--- src/rtl/clkdiv_select_monitor.sv ---
// Glitch-free selector over the div2/div4/div6 levels with rise-edge pulses and
// a period monitor that checks each measured period against the selected ratio.
module clkdiv_select_monitor (
  input  logic       clk,
  input  logic       reset,
  input  logic       div2,
  input  logic       div4,
  input  logic       div6,
  input  logic [1:0] sel,
  input  logic       sel_load,
  output logic       div_out,
  output logic       rise_pulse,
  output logic [3:0] period,
  output logic       period_valid,
  output logic       period_err,
  output logic       switching
);

  typedef enum logic [1:0] {RUN, WAIT_OLD, WAIT_NEW} state_t;

  state_t     state_reg, state_next;
  logic [2:0] s_reg, p_reg, rise;
  logic [3:0] s_vec, rise_vec;
  logic [1:0] active_reg, active_next;
  logic [1:0] pending_reg, pending_next;
  logic       armed_reg, armed_next;
  logic [3:0] cnt_reg, cnt_next;
  logic       s_active, s_pending, rise_active;
  logic       div_next, rise_next, pv_next, perr_next;
  logic [3:0] period_next;

  function automatic logic [3:0] expected_period(input logic [1:0] a);
    case (a)
      2'b00:   expected_period = 4'd2;
      2'b01:   expected_period = 4'd4;
      default: expected_period = 4'd6;
    endcase
  endfunction

  generate
    for (genvar gi = 0; gi < 3; gi++) begin : g_rise
      assign rise[gi] = s_reg[gi] & ~p_reg[gi];
    end
  endgenerate

  // Padded to 4 bits so the unused select code 11 indexes a constant 0.
  assign s_vec       = {1'b0, s_reg};
  assign rise_vec    = {1'b0, rise};
  assign s_active    = s_vec[active_reg];
  assign s_pending   = s_vec[pending_reg];
  assign rise_active = rise_vec[active_reg];
  assign switching   = (state_reg != RUN);

  always_comb begin
    state_next   = state_reg;
    active_next  = active_reg;
    pending_next = pending_reg;
    armed_next   = armed_reg;
    cnt_next     = cnt_reg;
    div_next     = 1'b0;
    rise_next    = 1'b0;
    pv_next      = 1'b0;
    perr_next    = 1'b0;
    period_next  = period;
    case (state_reg)
      RUN: begin
        div_next = s_active;
        if (rise_active) begin
          rise_next  = 1'b1;
          cnt_next   = 4'd1;
          armed_next = 1'b1;
          if (armed_reg) begin
            period_next = cnt_reg;
            pv_next     = 1'b1;
            perr_next   = (cnt_reg != expected_period(active_reg));
          end
        end else if (cnt_reg != 4'd15) begin
          cnt_next = cnt_reg + 4'd1;
        end
        // A switch request overrides the arming done by a coincident rise.
        if (sel_load && (sel != 2'b11) && (sel != active_reg)) begin
          pending_next = sel;
          armed_next   = 1'b0;
          state_next   = WAIT_OLD;
        end
      end
      WAIT_OLD: begin
        div_next = s_active;
        if (!s_active) begin
          state_next = WAIT_NEW;
        end
      end
      WAIT_NEW: begin
        if (!s_pending) begin
          active_next = pending_reg;
          state_next  = RUN;
        end
      end
      default: state_next = RUN;
    endcase
  end

  always_ff @(posedge clk) begin
    if (reset) begin
      state_reg    <= RUN;
      s_reg        <= 3'b000;
      p_reg        <= 3'b000;
      active_reg   <= 2'b00;
      pending_reg  <= 2'b00;
      armed_reg    <= 1'b0;
      cnt_reg      <= 4'd0;
      div_out      <= 1'b0;
      rise_pulse   <= 1'b0;
      period       <= 4'd0;
      period_valid <= 1'b0;
      period_err   <= 1'b0;
    end else begin
      state_reg    <= state_next;
      s_reg        <= {div6, div4, div2};
      p_reg        <= s_reg;
      active_reg   <= active_next;
      pending_reg  <= pending_next;
      armed_reg    <= armed_next;
      cnt_reg      <= cnt_next;
      div_out      <= div_next;
      rise_pulse   <= rise_next;
      period       <= period_next;
      period_valid <= pv_next;
      period_err   <= perr_next;
    end
  end

endmodule

--- config.mk ---
export PLATFORM = sky130hd
export DESIGN_NAME = clkdiv_select_monitor
export DESIGN_NICKNAME = d
export VERILOG_FILES = /design/src/rtl/clkdiv_select_monitor.sv
export SDC_FILE = /design/constraint.sdc
export NUM_CORES = 1
export LEC_CHECK = 0
export ABC_AREA = 1
export CAP_MARGIN = 20
export CELL_PAD_IN_SITES_DETAIL_PLACEMENT = 1
export CELL_PAD_IN_SITES_GLOBAL_PLACEMENT = 2
export CORE_MARGIN = 2
export CORE_UTILIZATION = 29
export DETAILED_ROUTE_END_ITERATION = 8
export GPL_ROUTABILITY_DRIVEN = 0
export GPL_TIMING_DRIVEN = 1
export PLACE_DENSITY = 0.82
export REMOVE_ABC_BUFFERS = 1
export SYNTH_ARGS = -nofsm -noshare
export SYNTH_HDL_FRONTEND = slang
export SYNTH_SLANG_ARGS = --single-unit
export TNS_END_PERCENT = 50
--- constraint.sdc ---
create_clock -name clk -period 1.4 [get_ports clk]
set_input_delay 0.21 -clock clk [delete_from_list [all_inputs] [get_ports clk]]
set_output_delay 0.21 -clock clk [all_outputs]
set_load 0.03 [all_outputs]
==> flow_metrics.tcl, run 1 <==
set metrics [dict create \
    path_delay_family "flip-flops" \
    path_cells "nor2_8, inv_1, buf_4" \
    post-route-period-util 0.905 \
    core.rowCount 22 \
    rsz0062_at_grt "no" \
    maxSlewViolCount 0 \
    synthTopCellsByCount "nand2_1 (34), dfxtp_1 (25), nor2_1 (25)" \
    grt_pass1_vias 1034 \
    cellLeakagePower_uw 0.000707 \
    port_buffers 16 \
    cp_data_arrival_time_ps 1060 \
    critPathMaxStageDelay_ps 380 \
    synth.top_cell.area_share 0.445 \
    synth.avg_cell_area_sq_um 7.16 \
    cts_root_buf "clkbuf_8" \
    drt_first_iter_violations 33 \
    area_growth_pct 26.2 \
    dp.cells 225 \
    hold_class "input pin to flip-flop" \
    startpoint_type "flip-flop" \
    period_needed_ps 1270 \
    dieWidth_um 66.2 \
    drcViolationCount 0 \
    synth_area_sq_um 1120 \
    maxCapViolations 0 \
    vias 1032 \
    ys_types 23 \
    fin_cells 229 \
    hold_slack_ps 450 \
    power_density_nw_per_um2 1050 \
    path_class "flip-flop to output port" \
    viasPerCell 4.51 \
    end_kind "output port" \
    grtUsageTotal 0.140 \
    antenna_found_initial 0 \
    antenna_left 0 \
    synth-seq-cells 25 \
    hold_viol_final 0 \
    clock_path_buffers 2 \
    fmax_ghz 0.789 \
    wl_per_cell_um 12.2 \
    synth_ff_type "dfxtp_1" \
    grt_max_degree 15 \
    synth_warnings 0 \
    drive_gt1_frac 0.122 \
    n_antenna_cell 0 \
    async_flop_share 0 \
    die_height_um 66.2 \
    dr.pass1.iters 4 \
    cts_tree "yes" \
    finalWirelength_um 2790 \
    final_util 0.384 \
    synth_edf_count 0 \
    clk_transition_reported_paths_ps 90 \
    yosys-top-cells-area "dfxtp_1 (45%), nand2_1 (11%), nor2_1 (8.4%)" \
    cts.sinks 25 \
    cp_data_required_time_ps 1190 \
    tightest_slew_ps 358 \
    grt_pass1_wl_um 4750 \
    cts.htree.levels 1 \
    stdcell_area_sq_um 1420 \
    synth_largest_area_cell "dfxtp_1" \
    outcome "completed" \
    setup_viol 0 \
    fillers 488 \
    r2r_slack_ps 140 \
    insertion_delay_ps 270 \
    cp_max_fo 7 \
    coreArea_sq_um 3690 \
    cts_buffers 3 \
    die_area_sq_um 4390 \
    overflow 0 \
    power.total_uw 1480 \
    final_net_count 191 \
    syn_inst 157 \
    num_io_pins 17 \
    crit_slowest_cell "dfxtp_1" \
    relSlewSlack 0.759 \
    critPathBufInv 2 \
    placed_area_sq_um 1380 \
    peakVddDrop_v 0.000522 \
    initial_core_util 0.305 \
    skew_ps 3.15 \
    synth_most_common_cell "nand2_1" \
    dpl.hpwl_um 2220 \
    synth_seq_area_share 0.445 \
]
## worst reg2reg max path, cell delays in order (launching register included)
cell and delay, ps:
dfxtp_1 430, inv_2 90, nand3_1 90, nand3_2 110, nand2_1 160, nand2_1 80, and2_1 160, nor2_1 90
## report_power, final
part           switching [uW]  leakage [uW]  total [uW]  internal, uW
clock                     234     0.0000255         434           199
combinational             158      0.000477         269           111
sequential               31.0      0.000204         781           750
total                     423      0.000707        1480          1060
## final cells by class
class                           instances  area, sq um  share of cell area
Clock buffer                            3         41.3              0.0291
Timing Repair Buffer                   23          200               0.141
Multi-Input combinational cell        103          513               0.362
Sequential cell                        25          500               0.353
Tap cell                               48         60.1              0.0424
Clock inverter                          1         5.00             0.00353
Inverter                               26         97.6              0.0688
## cells in the final DEF, fill, tap and decap left out, types with 4 or more instances in the layout
master,count
o21ai_0,4
dlygate4sd2_1,8
buf_4,8
dfxtp_1,25
inv_1,24
nor2_1,25
a21oi_1,12
nand3_1,9
nand2_1,34
clkdlybuf4s50_1,7
## metal layers
metal | part of all wire | wire length [um] | global-route usage | vias up
met2 | 0.50 | 1400 | 0.251 | 10
li1 | - | - | - | 534
met5 | 0 | 0 | 0 | -
met3 | 0.019 | 54 | 0.0204 | 2
met1 | 0.48 | 1330 | 0.176 | 486
met4 | 0.0036 | 10 | 0.0306 | 0
## logic make-up after synthesis
kind of cell / synth area share
buffers and inverters: 0.0980
adder cells (fa/ha/maj): 0.0111
flip-flops: 0.445
AO/OA/AOI/OAI: 0.0780
AND/OR/NAND/NOR: 0.352
XOR/XNOR: 0.0156
## through the flow
step                      worst slack (ps)  setup TNS (ps)
final                                  133               0
after global routing                  4.86               0
after CTS                              110               0
after detailed placement              -107            -179
after global placement                65.4               0
after floorplan                        199               0
## repair_timing
item / CTS / global route
hold buffers: 0 / 0
resized for setup: 8 / 0
setup buffers: 0 / 0
setup endpoints to repair: 8 / 0
## worst paths after layout
kind            startpoint          to  depth (start not counted)
max           state_reg[0]   switching                          3
min                   div2    s_reg[0]                          3
max reg2reg  active_reg[0]  cnt_reg[1]                          7
min reg2reg      armed_reg   armed_reg                          2
(Power assumes the default switching activity.)
==> inputs of run 2 (changes only) <==
--- a/config.mk
+++ b/config.mk
@@ -5,16 +5,16 @@
 export SDC_FILE = /design/constraint.sdc
 export NUM_CORES = 1
 export LEC_CHECK = 0
-export ABC_AREA = 1
 export CAP_MARGIN = 20
 export CELL_PAD_IN_SITES_DETAIL_PLACEMENT = 1
 export CELL_PAD_IN_SITES_GLOBAL_PLACEMENT = 2
 export CORE_MARGIN = 2
-export CORE_UTILIZATION = 29
+export CORE_UTILIZATION = 32
 export DETAILED_ROUTE_END_ITERATION = 8
 export GPL_ROUTABILITY_DRIVEN = 0
 export GPL_TIMING_DRIVEN = 1
-export PLACE_DENSITY = 0.82
+export MAX_ROUTING_LAYER = met4
+export PLACE_DENSITY = 0.81
 export REMOVE_ABC_BUFFERS = 1
 export SYNTH_ARGS = -nofsm -noshare
 export SYNTH_HDL_FRONTEND = slang
==> run 2 against run 1 <==
The run now ends with negative setup slack left. Worst hold slack worse by 26 ps. Via count down 4.4%. Clock power down 24%. Highest routed layer unchanged. First-iteration DRC count up 21%. Largest power group unchanged. Synthesized cell count down 25%. Clock skew about the same. Largest cell class unchanged. Die area down 7.5%. Register-to-register slack worse by 160 ps. Global-route usage up 0.93 points. Setup slack worse by 150 ps. Sequential share of layout area down 2.3 points. Fmax down 11%.
==> flow_metrics.tcl, run 2 <==
set metrics [dict create \
    outcome "finished with violations" \
    violations "negative setup slack" \
    viasPerCell 5.01 \
    regArea_sq_um 503 \
    synth_seq_area_share 0.439 \
    power.total_uw 1310 \
    cts_root_buf "clkbuf_4" \
    path_class "flip-flop to flip-flop" \
    port_buffers 16 \
    peakVddDrop_v 0.000518 \
    cts_tree "yes" \
    coreArea_sq_um 3390 \
    end_kind "flip-flop" \
    maxSlewViolCount 0 \
    post-route-period-util 1.01 \
    antenna_found_initial 0 \
    die_height_um 63.7 \
    relSlewSlack 0.743 \
    synth_largest_area_cell "dfxtp_1" \
    area_growth_pct 33.6 \
    n_antenna_cell 0 \
    synth-seq-cells 25 \
    dieWidth_um 63.7 \
    synth.top_cell.area_share 0.439 \
    grt_pass1_wl_um 4550 \
    cts.sinks 25 \
    num_io_pins 17 \
    period_needed_ps 1420 \
    multi_input_area_sq_um 623 \
    initial_core_util 0.337 \
    layout_common_cells "dfxtp_1 (23), buf_4 (17), nor2_1 (10)" \
    maxCapViolations 0 \
    drive_gt1_frac 0.258 \
    cp_data_required_time_ps 1650 \
    yosys-top-cells-area "dfxtp_1 (44%), mux2i_1 (6.1%), nor2b_1 (5.5%)" \
    synth_area_sq_um 1140 \
    netSwitchingPower_uw 350 \
    ys_types 32 \
    antenna_left 0 \
    power_density_nw_per_um2 858 \
    die_area_sq_um 4060 \
    synth_most_common_cell "dfxtp_1" \
    drcViolationCount 0 \
    cts.htree.levels 1 \
    pwr-share-comb 0.168 \
    grt_pass1_vias 972 \
    fmax_ghz 0.706 \
    final_common_cell "dfxtp_1" \
    fin_cells 197 \
    async_flop_share 0 \
    dp.cells 192 \
    final_util 0.450 \
    finalWirelength_um 2780 \
    synth_warnings 0 \
    clock_path_buffers 2 \
    cp_max_fo 5 \
    synth_edf_count 0 \
    internal_power_uw 957 \
    hold_class "input pin to flip-flop" \
    overflow 0 \
    tightest_slew_ps 375 \
    vias 987 \
    cp_data_arrival_time_ps 1670 \
    dr.pass1.iters 4 \
    final_net_count 161 \
    fillers 387 \
    clk_transition_reported_paths_ps 130 \
    setup_viol 6 \
    skew_ps 3.22 \
    startpoint_type "flip-flop" \
    dpl.hpwl_um 2150 \
    grtUsageTotal 0.149 \
    synth.avg_cell_area_sq_um 9.67 \
    core.rowCount 21 \
    grt_max_degree 14 \
    p_seq_frac 0.581 \
    hold_viol_final 0 \
    wl_per_cell_um 14.1 \
    hold_slack_ps 424 \
    setup_slack_ps -16.3 \
    insertion_delay_ps 320 \
    drt_first_iter_violations 40 \
    synth_ff_type "dfxtp_1" \
    cts_buffers 3 \
    synthTopCellsByCount "dfxtp_1 (25), nor2_1 (11), nor2b_1 (10)" \
    swShare 0.268 \
    rsz0062_at_grt "yes" \
    syn_inst 118 \
    clockPowerShare 0.251 \
    cellLeakagePower_uw 0.000642 \
]
==> run 2: logic make-up (layout without fill, tap and decap cells) <==
| family | after synthesis | after routing | synth area share |
|---|---|---|---|
| DFF | 25 | 25 | 0.439 |
| AOI/OAI and AO/OA | 26 | 26 | 0.166 |
| buffers and inverters | 11 | 44 | 0.0526 |
| and+or+nand+nor | 47 | 47 | 0.261 |
| muxes | 8 | 8 | 0.0713 |
| adders and majority gates | 1 | 1 | 0.0110 |
==> run 2: cell type report <==
type                    count  share of cell area
multi-input cells          82               0.409
well taps                  46              0.0378
clock buffers               4              0.0172
inverters                   5              0.0123
flip-flops and latches     25               0.330
repair buffers             35               0.194
==> run 2: repair_timing <==
item | CTS | global route
gates resized for setup | 18 | 8
endpoints found under the setup margin | 23 | 15
buffers inserted | 1 | 0
hold buffers | 0 | 0
pin swaps | 3 | 3
==> run 2: per-layer routing <==
| layer | GRT usage | wire [um] | up-vias |
|---|---|---|---|
| met5 | - | 0 | - |
| li1 | - | - | 487 |
| met2 | 0.263 | 1430 | 13 |
| met3 | 0.0321 | 74 | 4 |
| met1 | 0.170 | 1240 | 483 |
| met4 | 0.0408 | 34 | 0 |
==> run 2: power groups by stage <==
stage / clock network, uW / registers (uW) / logic, uW
after floorplan: 0 / 785 / 92.8
after global placement: 0 / 773 / 204
after detailed placement: 0 / 775 / 213
after CTS: 342 / 759 / 217
after global routing: 362 / 762 / 240
final: 328 / 759 / 220
==> run 2: path summary, 6_finish.rpt <==
kind | from | endpoint | slack, ps | cells after the start
setup reg to reg | active_reg[1] | cnt_reg[2] | -20 | 5
hold / removal | div2 | s_reg[0] | 420 | 2
setup / recovery | active_reg[1] | cnt_reg[2] | -20 | 5
hold reg to reg | period[0] | period[0] | 520 | 2
==> run 2: stage by stage <==
step / worst slack (ps) / instance area (sq um) / setup TNS, ps
floorplan: -214 / 1100 / -1030
global placement: -72.3 / 1450 / -472
detailed placement: -159 / 1450 / -828
CTS: -55.7 / 1500 / -285
global route: -130 / 1520 / -733
finish: -16.3 / 1520 / -45.6
==> run 2: worst max-delay path: stages, from the launching register on <==
cell and delay, ps:
dfxtp_2 350, buf_6 120, and4bb_4 220, nor3_2 280
o21ai_0 150, a211oi_1 230
